File: src/rtl/branch_resolve.sv
// Two-stage branch/jump resolution unit with prediction check
// and saturating control-flow / mispredict statistics.
module branch_resolve #(
  parameter int N     = 32,
  parameter int CNT_W = 16
) (
  input  logic             clk_i,
  input  logic             rst_ni,
  input  logic             valid_i,
  input  logic             is_branch_i,
  input  logic             is_jal_i,
  input  logic             is_jalr_i,
  input  logic [2:0]       funct3_i,
  input  logic [N-1:0]     data1_i,
  input  logic [N-1:0]     data2_i,
  input  logic [N-1:0]     pc_i,
  input  logic [N-1:0]     imm_i,
  input  logic             pred_taken_i,
  input  logic [N-1:0]     pred_target_i,
  input  logic             stall_i,
  input  logic             flush_i,
  output logic             valid_o,
  output logic             taken_o,
  output logic             mispredict_o,
  output logic             illegal_o,
  output logic [N-1:0]     target_o,
  output logic [N-1:0]     redirect_pc_o,
  output logic [N-1:0]     link_o,
  output logic [CNT_W-1:0] br_count_o,
  output logic [CNT_W-1:0] mispred_count_o
);

  localparam logic [N-1:0] FOUR = N'(4);

  logic         s1_valid;
  logic         s1_br;
  logic         s1_jal;
  logic         s1_jalr;
  logic [2:0]   s1_f3;
  logic [N-1:0] s1_d1;
  logic [N-1:0] s1_d2;
  logic [N-1:0] s1_pc;
  logic [N-1:0] s1_imm;
  logic         s1_pt;
  logic [N-1:0] s1_ptgt;

  always_ff @(posedge clk_i) begin
    if (!rst_ni) begin
      s1_valid <= 1'b0;
      s1_br    <= 1'b0;
      s1_jal   <= 1'b0;
      s1_jalr  <= 1'b0;
      s1_f3    <= '0;
      s1_d1    <= '0;
      s1_d2    <= '0;
      s1_pc    <= '0;
      s1_imm   <= '0;
      s1_pt    <= 1'b0;
      s1_ptgt  <= '0;
    end else if (flush_i) begin
      s1_valid <= 1'b0;
    end else if (!stall_i) begin
      s1_valid <= valid_i;
      s1_br    <= is_branch_i;
      s1_jal   <= is_jal_i;
      s1_jalr  <= is_jalr_i;
      s1_f3    <= funct3_i;
      s1_d1    <= data1_i;
      s1_d2    <= data2_i;
      s1_pc    <= pc_i;
      s1_imm   <= imm_i;
      s1_pt    <= pred_taken_i;
      s1_ptgt  <= pred_target_i;
    end
  end

  logic         cond;
  logic         bad_f3;
  logic         taken;
  logic         illegal;
  logic         mispred;
  logic         ctrl;
  logic [N-1:0] pc_sum;
  logic [N-1:0] jalr_sum;
  logic [N-1:0] target;
  logic [N-1:0] link;
  logic [N-1:0] redirect;

  always_comb begin
    cond   = 1'b0;
    bad_f3 = 1'b0;
    case (s1_f3)
      3'd0:    cond = (s1_d1 == s1_d2);
      3'd1:    cond = (s1_d1 != s1_d2);
      3'd4:    cond = ($signed(s1_d1) < $signed(s1_d2));
      3'd5:    cond = ($signed(s1_d1) >= $signed(s1_d2));
      3'd6:    cond = (s1_d1 < s1_d2);
      3'd7:    cond = (s1_d1 >= s1_d2);
      default: bad_f3 = 1'b1;
    endcase
  end

  assign pc_sum   = s1_pc + s1_imm;
  assign jalr_sum = s1_d1 + s1_imm;
  assign link     = s1_pc + FOUR;
  assign ctrl     = s1_br | s1_jal | s1_jalr;

  always_comb begin
    taken   = 1'b0;
    illegal = 1'b0;
    target  = pc_sum;
    unique case (1'b1)
      s1_br: begin
        illegal = bad_f3;
        taken   = cond & ~bad_f3;
      end
      s1_jal: begin
        taken = 1'b1;
      end
      s1_jalr: begin
        taken  = 1'b1;
        target = {jalr_sum[N-1:1], 1'b0};
      end
      default: begin
        taken = 1'b0;
      end
    endcase
  end

  // A correct direction with a wrong target still needs a redirect
  assign mispred  = (taken != s1_pt)
                  | (taken & s1_pt & (s1_ptgt != target));
  assign redirect = taken ? target : link;

  always_ff @(posedge clk_i) begin
    if (!rst_ni) begin
      valid_o         <= 1'b0;
      taken_o         <= 1'b0;
      mispredict_o    <= 1'b0;
      illegal_o       <= 1'b0;
      target_o        <= '0;
      redirect_pc_o   <= '0;
      link_o          <= '0;
      br_count_o      <= '0;
      mispred_count_o <= '0;
    end else if (flush_i) begin
      valid_o      <= 1'b0;
      taken_o      <= 1'b0;
      mispredict_o <= 1'b0;
      illegal_o    <= 1'b0;
    end else if (!stall_i) begin
      valid_o       <= s1_valid;
      taken_o       <= s1_valid & taken;
      mispredict_o  <= s1_valid & mispred;
      illegal_o     <= s1_valid & illegal;
      target_o      <= target;
      redirect_pc_o <= redirect;
      link_o        <= link;
      if (s1_valid && ctrl) begin
        if (br_count_o != '1)
          br_count_o <= br_count_o + 1'b1;
        if (mispred && mispred_count_o != '1)
          mispred_count_o <= mispred_count_o + 1'b1;
      end
    end
  end

endmodule

File: config.mk
export PLATFORM = sky130hd
export DESIGN_NAME = branch_resolve
export DESIGN_NICKNAME = d
export VERILOG_FILES = /design/src/rtl/branch_resolve.sv
export SDC_FILE = /design/constraint.sdc
export NUM_CORES = 1
export LEC_CHECK = 0
export ABC_AREA = 1
export BUFFER_PORTS_ARGS = -buffer_cell sky130_fd_sc_hd__buf_4
export CORE_UTILIZATION = 58
export DETAILED_ROUTE_END_ITERATION = 10
export HOLD_SLACK_MARGIN = 0.15
export PLACE_DENSITY = 0.8
export RECOVER_POWER = 25
export SETUP_SLACK_MARGIN = 0.1
export SLEW_MARGIN = 20
export SYNTH_ARGS = -nofsm -noshare
export SYNTH_HDL_FRONTEND = slang
export SYNTH_SLANG_ARGS = --single-unit
File: constraint.sdc
create_clock -name clk_i -period 4.1 [get_ports clk_i]
set_clock_uncertainty 0.1 [all_clocks]
set_input_delay 0.615 -clock clk_i [delete_from_list [all_inputs] [get_ports clk_i]]
set_output_delay 0.615 -clock clk_i [all_outputs]
set_load 0.03 [all_outputs]
==> impl_metrics.tcl, run 1 <==
set metrics [dict create \
    synth_cell_type_count 47 \
    ir_drop_uv 320 \
    slew_headroom -0.414 \
    hp-class "in -> reg" \
    antenna_found_initial 0 \
    final_hold_viol_count 0 \
    tritoncts "yes" \
    cts_inserted_buffers 31 \
    setup_viol 0 \
    period_needed_ns 3.68 \
    fin_crit_sh 0.898 \
    drc 0 \
    dieArea_um2 33000 \
    cp-end-kind "flip-flop" \
    floorplan.core_area_um2 31600 \
    postCtsSetupBuffers 0 \
    io_pins 304 \
    synth.avg_cell_area_um2 6.27 \
    finalWeightedCongestion 1.01 \
    drt-pass1-iter-count 6 \
    tightest_slew_ns 2.12 \
    synth-seq-area-share 0.321 \
    cpLargestDelayFamily "simple AND/OR/NAND/NOR gates" \
    hpwl_mm 47.7 \
    fin_nets 3507 \
    violations "capacitance limit, slew limit" \
    status "finished with violations" \
    max_stage_delay_ns 0.47 \
    crit_fanout 26 \
    die_h_um 182 \
    vias_per_cell 5.53 \
    switchingPower_uw 2490 \
    path_depth 20 \
    die_x_um 182 \
    gr-usage-met1 0.470 \
    critPathArrivalTime_ns 4.04 \
    ctsLongestPathBuffers 3 \
    total_power_uw 7920 \
    grt_first_pass_wirelength_mm 98.8 \
    maxCapViolations 3 \
    drt.antenna.violating_nets 0 \
    vias 20300 \
    grt_setup_unrepaired "false" \
    synth_area_um2 18700 \
    cts_sinks 300 \
    cts-root-buf "clkbuf_16" \
    share_comb_of_total_power 0.220 \
    slew_viol_final 374 \
    seq_power_share 0.409 \
    cts.clk_slew.worst_paths_ns 0.06 \
    critPathKind "reg -> reg" \
    clock_latency_ns 0.58 \
    synth_edf_count 0 \
    synth_warnings 0 \
    drt_iter0_markers 1743 \
    finalSetupTns_ns 0 \
    leakagePower_uw 0.0113 \
    startpoint_type "flip-flop" \
    clkPwrFrac 0.371 \
    timing.fmax_mhz 272 \
    async_flop_share 0 \
    switching_share 0.315 \
    cpMaxStageDelayCell "ha_1" \
    whs_path_depth 3 \
    grt_max_degree 194 \
    cts-htree-levels 1 \
    gr-max-usage-layer "met2" \
    wire_per_inst_um 17.1 \
    diodes 0 \
    rows 65 \
    grt_use_total 0.375 \
    p_int_uw 5430 \
    start_util 0.592 \
    synth-seq-cells 300 \
    final_layout_size_suffix_gt1_frac 0.133 \
    power_density_nw_per_um2 355 \
    cp_data_required_time_ns 4.46 \
    gr-usage-met2 0.638 \
    port_buffers 303 \
    worst-r2r-cell-count 20 \
    syn_inst 2985 \
    grt_pass1_vias 19300 \
    area_growth_pct 19.1 \
    wl_mm 62.6 \
    grt_util_met3 0.0377 \
    worst-path-buf-inv 3 \
    path_cells "inv_1 -> ha_1 -> nand2_1 -> nor2_1 -> nand4_1 -> nor4_2 -> buf_4 -> nand2_1 -> o21ai_1 -> o22ai_1 -> nor2_1 -> nand3_1 -> nand2_1 -> nand2_1 -> ha_1 -> inv_1 -> nand2_8 -> nand3_4 -> nor2_1 -> nor2_1" \
    overflow 0 \
    synth_nets 3256 \
    synth-main-ff-cell "dfxtp_1" \
]
-- synthesized netlist by cell type (2+ instances only) --
cell type | count | area [um^2]
nor4_2 | 2 | 25.0
nand3_1 | 225 | 1130
nand2_4 | 2 | 22.5
dfxtp_1 | 300 | 6010
nand4_1 | 37 | 231
clkinv_1 | 6 | 22.5
nor3_2 | 11 | 110
clkbuf_1 | 94 | 353
o21a_1 | 2 | 15.0
o21bai_1 | 3 | 22.5
nor4_1 | 8 | 50.1
a21oi_2 | 2 | 17.5
nand2_1 | 772 | 2900
fa_1 | 2 | 40.0
buf_1 | 4 | 15.0
a21oi_1 | 203 | 1020
o21ai_0 | 212 | 1060
inv_1 | 457 | 1720
xor2_1 | 33 | 289
ha_1 | 97 | 1210
nor3_1 | 31 | 155
nand2_2 | 19 | 119
o21ai_1 | 7 | 35.0
nor3b_1 | 4 | 30.0
xnor2_1 | 8 | 70.1
and2_1 | 7 | 43.8
nor2_1 | 322 | 1210
buf_6 | 2 | 22.5
o211ai_1 | 45 | 338
or2_2 | 2 | 12.5
nor2_2 | 8 | 50.1
inv_2 | 15 | 56.3
buf_2 | 12 | 60.1
nand3_2 | 12 | 120
nand3b_1 | 7 | 52.6
-- path summary, 6_finish.rpt --
path	startpoint	slack, ns	to
worst max-delay path	s1_d2[31]	0.42	mispred_count_o[1]
worst min-delay path	pc_i[15]	0.16	s1_pc[15]
worst max register to register	s1_d2[31]	0.42	mispred_count_o[1]
worst min register to register	s1_d2[29]	0.36	s1_d2[29]
-- state kept, by name, indices dropped and copies added (netlist names), 3 cells and up --
signal / flops
s1_d1: 32
link_o: 32
target_o: 32
s1_d2: 32
s1_pc: 32
s1_ptgt: 32
mispred_count_o: 16
s1_imm: 32
redirect_pc_o: 32
s1_f3: 3
br_count_o: 16
-- cell type report --
cell class | instances | area (um^2)
Multi-Input combinational cell | 2095 | 10500
Fill cell | 2767 | 9330
Sequential cell | 300 | 6010
Timing Repair Buffer | 330 | 2410
Inverter | 478 | 1800
Clock buffer | 48 | 960
Tap cell | 402 | 503
Clock inverter | 10 | 111
-- tightest hold or removal path: cells and delay by family --
kind / cells / cell delay [ns]
buf+inv: 1 / 0.07
simple gates: 2 / 0.11
-- power groups by stage --
stage | Sequential [uW] | Combinational, uW | Clock, uW
4_1_cts | 3230 | 1720 | 2960
2_1_floorplan | 3370 | 1010 | 0
3_3_place_gp | 3290 | 1660 | 0
6_report | 3240 | 1740 | 2930
5_1_grt | 3250 | 1920 | 3080
3_5_place_dp | 3300 | 1700 | 0
-- cells by family (layout without fill, tap and decap cells) --
kind of cell | count (synthesis) | after routing | synth area share
AOI/OAI and AO/OA | 480 | 480 | 0.136
xor gates and xnor gates | 41 | 41 | 0.0192
buffers and inverters | 590 | 866 | 0.120
and+or+nand+nor | 1475 | 1475 | 0.337
adders and majority gates | 99 | 99 | 0.0669
DFF | 300 | 300 | 0.321
-- placed cells by master (no fill, tap or decap), types with 3 or more instances in the layout --
| cell | n |
|---|---|
| nand3_2 | 12 |
| and2_1 | 7 |
| clkbuf_16 | 31 |
| nand2_1 | 772 |
| nand3b_1 | 7 |
| clkinv_1 | 5 |
| clkinv_2 | 4 |
| o21ai_0 | 212 |
| a21oi_1 | 203 |
| xor2_1 | 33 |
| o21ai_1 | 7 |
| nand2_2 | 19 |
| inv_1 | 457 |
| nor3_1 | 31 |
| clkbuf_8 | 12 |
| clkbuf_1 | 28 |
| ha_1 | 97 |
| buf_4 | 299 |
| nand4_1 | 37 |
| dfxtp_1 | 300 |
| o211ai_1 | 45 |
| nor2_2 | 9 |
| dlygate4sd3_1 | 4 |
| nor4_1 | 8 |
| nor3_2 | 10 |
| nand3_1 | 224 |
| nor2_1 | 321 |
| xnor2_1 | 8 |
| nor3b_1 | 4 |
| inv_2 | 15 |
| o21bai_1 | 3 |
| clkinvlp_4 | 3 |
-- metrics by stage --
step                      cells   util  instance area (um^2)  hold slack [ns]  setup slack (ns)
after floorplan            2985      -                 18700            0.333              1.05
after global placement     3601  0.673                 21300            0.346             0.443
after detailed placement   3601  0.673                 21300            0.352             0.462
after CTS                  3663  0.708                 22400            0.151             0.431
after global routing       3663  0.705                 22300            0.164             0.140
final                      3663  0.705                 22300            0.164             0.420
-- layer usage --
metal  vias up  part of all wire
met5         -                 0
met4         0             0.061
met3       215             0.069
met1      9132              0.41
li1      10000                 -
met2       906              0.46
-- timing repair --
item                       4_1_cts  5_1_grt
hold buffers                     4        0
hold endpoints to repair         4        0
resized for setup                0        4
setup endpoints to repair        0       15
No activity file was read; power rests on OpenSTA's default activity.
==> run 2: changes to the inputs <==
ABC_AREA = unset   (was 1)
CORE_UTILIZATION = 57   (was 58)
PLACE_DENSITY = 0.79   (was 0.8)
==> run 2 against run 1 <==
The run ends with capacitance limit, slew limit, setup timing left. Flip-flop and latch count unchanged. Critical path depth shrank 2. Fmax decreased by 14%. Total power shrank 6.9%. Register-to-register slack got worse by 0.62 ns. Non-clock buffer count up 241. Clock-buffer cell count decreased by 3. Via count down 5.6%.
==> impl_metrics.tcl, run 2 <==
set metrics [dict create \
    final_common_cell "nand2_1" \
    synth.avg_cell_area_um2 7.62 \
    final_hold_viol_count 0 \
    port_buffers 303 \
    synth_top_area_share 0.342 \
    synth_area_um2 17500 \
    overflow 0 \
    synth-seq-area-share 0.342 \
    die_x_um 177 \
    critPathArrivalTime_ns 4.70 \
    tightest_slew_ns 3.00 \
    setup_viol 18 \
    drt_iter0_markers 1931 \
    seq_power_share 0.427 \
    dp.cells 3107 \
    synth_common_cells "nand2_1 (483), dfxtp_1 (300), a21oi_1 (292)" \
    synth-main-ff-cell "dfxtp_1" \
    cp-end-kind "flip-flop" \
    switchingPower_uw 2160 \
    wire_per_inst_um 19.4 \
    ir_drop_uv 316 \
    yosysMostFrequentCell "nand2_1" \
    fin_nets 3027 \
    drc 0 \
    worst-r2r-cell-count 18 \
    start_util 0.585 \
    syn_inst 2301 \
    dieArea_um2 31500 \
    hpwl_mm 46.0 \
    cts-htree-levels 1 \
    area_growth_pct 30.0 \
    maxCapViolations 1 \
    die_h_um 177 \
    violations "capacitance limit, slew limit, setup timing" \
    layout.cells.non_filler 3168 \
    rows 63 \
    vias_per_cell 6.04 \
    grt_pass1_vias 17500 \
    ctsLongestPathBuffers 3 \
    leakagePower_uw 0.00946 \
    layout_common_cells "nand2_1 (483), buf_4 (467), dfxtp_1 (297)" \
    grt_setup_unrepaired "true" \
    timing.final.ws_setup_ns -0.204 \
    fin_crit_sh 1.05 \
    status "finished with violations" \
    place_area_um2 22000 \
    tritoncts "yes" \
    cts-root-buf "clkbuf_16" \
    floorplan.core_area_um2 30000 \
    p_int_uw 5220 \
    grt_use_total 0.373 \
    slew_headroom -1.00 \
    synth_cell_type_count 87 \
    hp-class "in -> reg" \
    diodes 0 \
    synth_top_area_cell "dfxtp_1" \
    clock_latency_ns 0.56 \
    switching_share 0.293 \
    power_density_nw_per_um2 324 \
    period_needed_ns 4.30 \
    dp_slack_ns -0.321 \
    grt_first_pass_wirelength_mm 92.6 \
    vias 19100 \
    synth_warnings 0 \
    synth_nets 2572 \
    slew_viol_final 50 \
    grt_max_degree 179 \
    antenna_found_initial 0 \
    synth-seq-cells 300 \
    drt-pass1-iter-count 6 \
    startpoint_type "flip-flop" \
    cts_inserted_buffers 30 \
    synth.top_cells.by_area "dfxtp_1 (34%), nand2_1 (10%), a21oi_1 (8.3%)" \
    cts.clk_slew.worst_paths_ns 0.07 \
    wl_mm 61.3 \
    synth_edf_count 0 \
    whs_path_depth 3 \
    async_flop_share 0 \
    final_layout_size_suffix_gt1_frac 0.219 \
    cp_data_required_time_ns 4.50 \
    post-route-util 0.761 \
    finalWeightedCongestion 0.936 \
    crit_fanout 7 \
    timing.fmax_mhz 232 \
    clkPwrFrac 0.369 \
    critPathKind "reg -> reg" \
    fin_area_um2 22800 \
    drt.antenna.violating_nets 0 \
    cts_sinks 300 \
    share_comb_of_total_power 0.204 \
    io_pins 304 \
]
==> run 2: cell count changes in the layout (fill, tap and decap cells not counted), moves of 155 or more <==
cell / previous run / this run
inv_1: 457 / 54
nand2_1: 772 / 483
buf_4: 299 / 467
o21ai_0: 212 / 46
nor2_1: 321 / 162
nand3_1: 224 / 69
==> run 2: final timing paths <==
check | startpoint | endpoint | slack (ns)
max | s1_imm[1] | mispred_count_o[5] | -0.20
min reg2reg | s1_d2[9] | s1_d2[9] | 0.35
max reg2reg | s1_imm[1] | mispred_count_o[5] | -0.20
min | data2_i[21] | s1_d2[21] | 0.20
==> run 2: layer usage <==
layer / share of wire / up-vias / wire length, um / GRT usage
li1: - / 9093 / - / -
met1: 0.43 / 9007 / 26100 / 0.514
met2: 0.45 / 900 / 27800 / 0.609
met3: 0.089 / 126 / 5460 / 0.0403
met4: 0.032 / 0 / 1990 / 0.119
met5: 0 / - / 0 / 0
==> run 2: cells by family after synthesis <==
| kind of cell | Yosys count | synth area share |
|---|---|---|
| multiplexers | 35 | 0.0202 |
| XOR/XNOR | 107 | 0.0558 |
| buffers and inverters | 205 | 0.0457 |
| AND/OR/NAND/NOR | 936 | 0.239 |
| flip-flops | 300 | 0.342 |
| adder cells (fa/ha/maj) | 99 | 0.0715 |
| AO/OA/AOI/OAI | 619 | 0.225 |
==> run 2: what timing repair did <==
item | CTS | global route
gates cloned | 0 | 2
gates resized for setup | 11 | 28
setup buffers | 1 | 4
hold buffers | 0 | 0
endpoints found under the setup margin | 17 | 17
pin swaps | 1 | 11
==> run 2: stage by stage <==
step / hold slack (ns) / TNS [ns] / power, uW
global placement: 0.338 / -3.19 / 4650
CTS: 0.184 / -2.34 / 7380
global route: 0.193 / -12.34 / 7610
floorplan: 0.336 / 0 / 4010
detailed placement: 0.348 / -4.60 / 4690
finish: 0.198 / -3.08 / 7370
==> run 2: worst max-delay path, stage by stage (launching register included) <==
cell and delay [ns]:
dfxtp_1 0.35, buf_4 0.16, ha_1 0.28, nand4_1 0.13
a21oi_1 0.30, o41ai_2 0.13, buf_4 0.17, buf_4 0.14
o2111ai_1 0.31, a21oi_2 0.11, buf_4 0.16, xnor2_2 0.28
mux2i_1 0.14, a2111oi_0 0.46, o2111a_1 0.29, and4_4 0.30
buf_6 0.22, o31ai_4 0.07, a21oi_2 0.15
==> run 2: area by class of cell <==
class                   count  area (um^2)
flip-flops and latches    300         6010
fillers                  2323         7160
inverters                  57          221
clock buffers              45          888
clock inverters             9         73.8
well taps                 390          488
repair buffers            571         4020
multi-input cells        1796        11100
==> run 2: power groups by stage <==
stage | combinational [uW] | clock [uW] | sequential (uW)
final | 1500 | 2720 | 3150
after global routing | 1610 | 2840 | 3160
after CTS | 1500 | 2730 | 3150
after detailed placement | 1480 | 0 | 3210
after global placement | 1450 | 0 | 3200
after floorplan | 744 | 0 | 3270
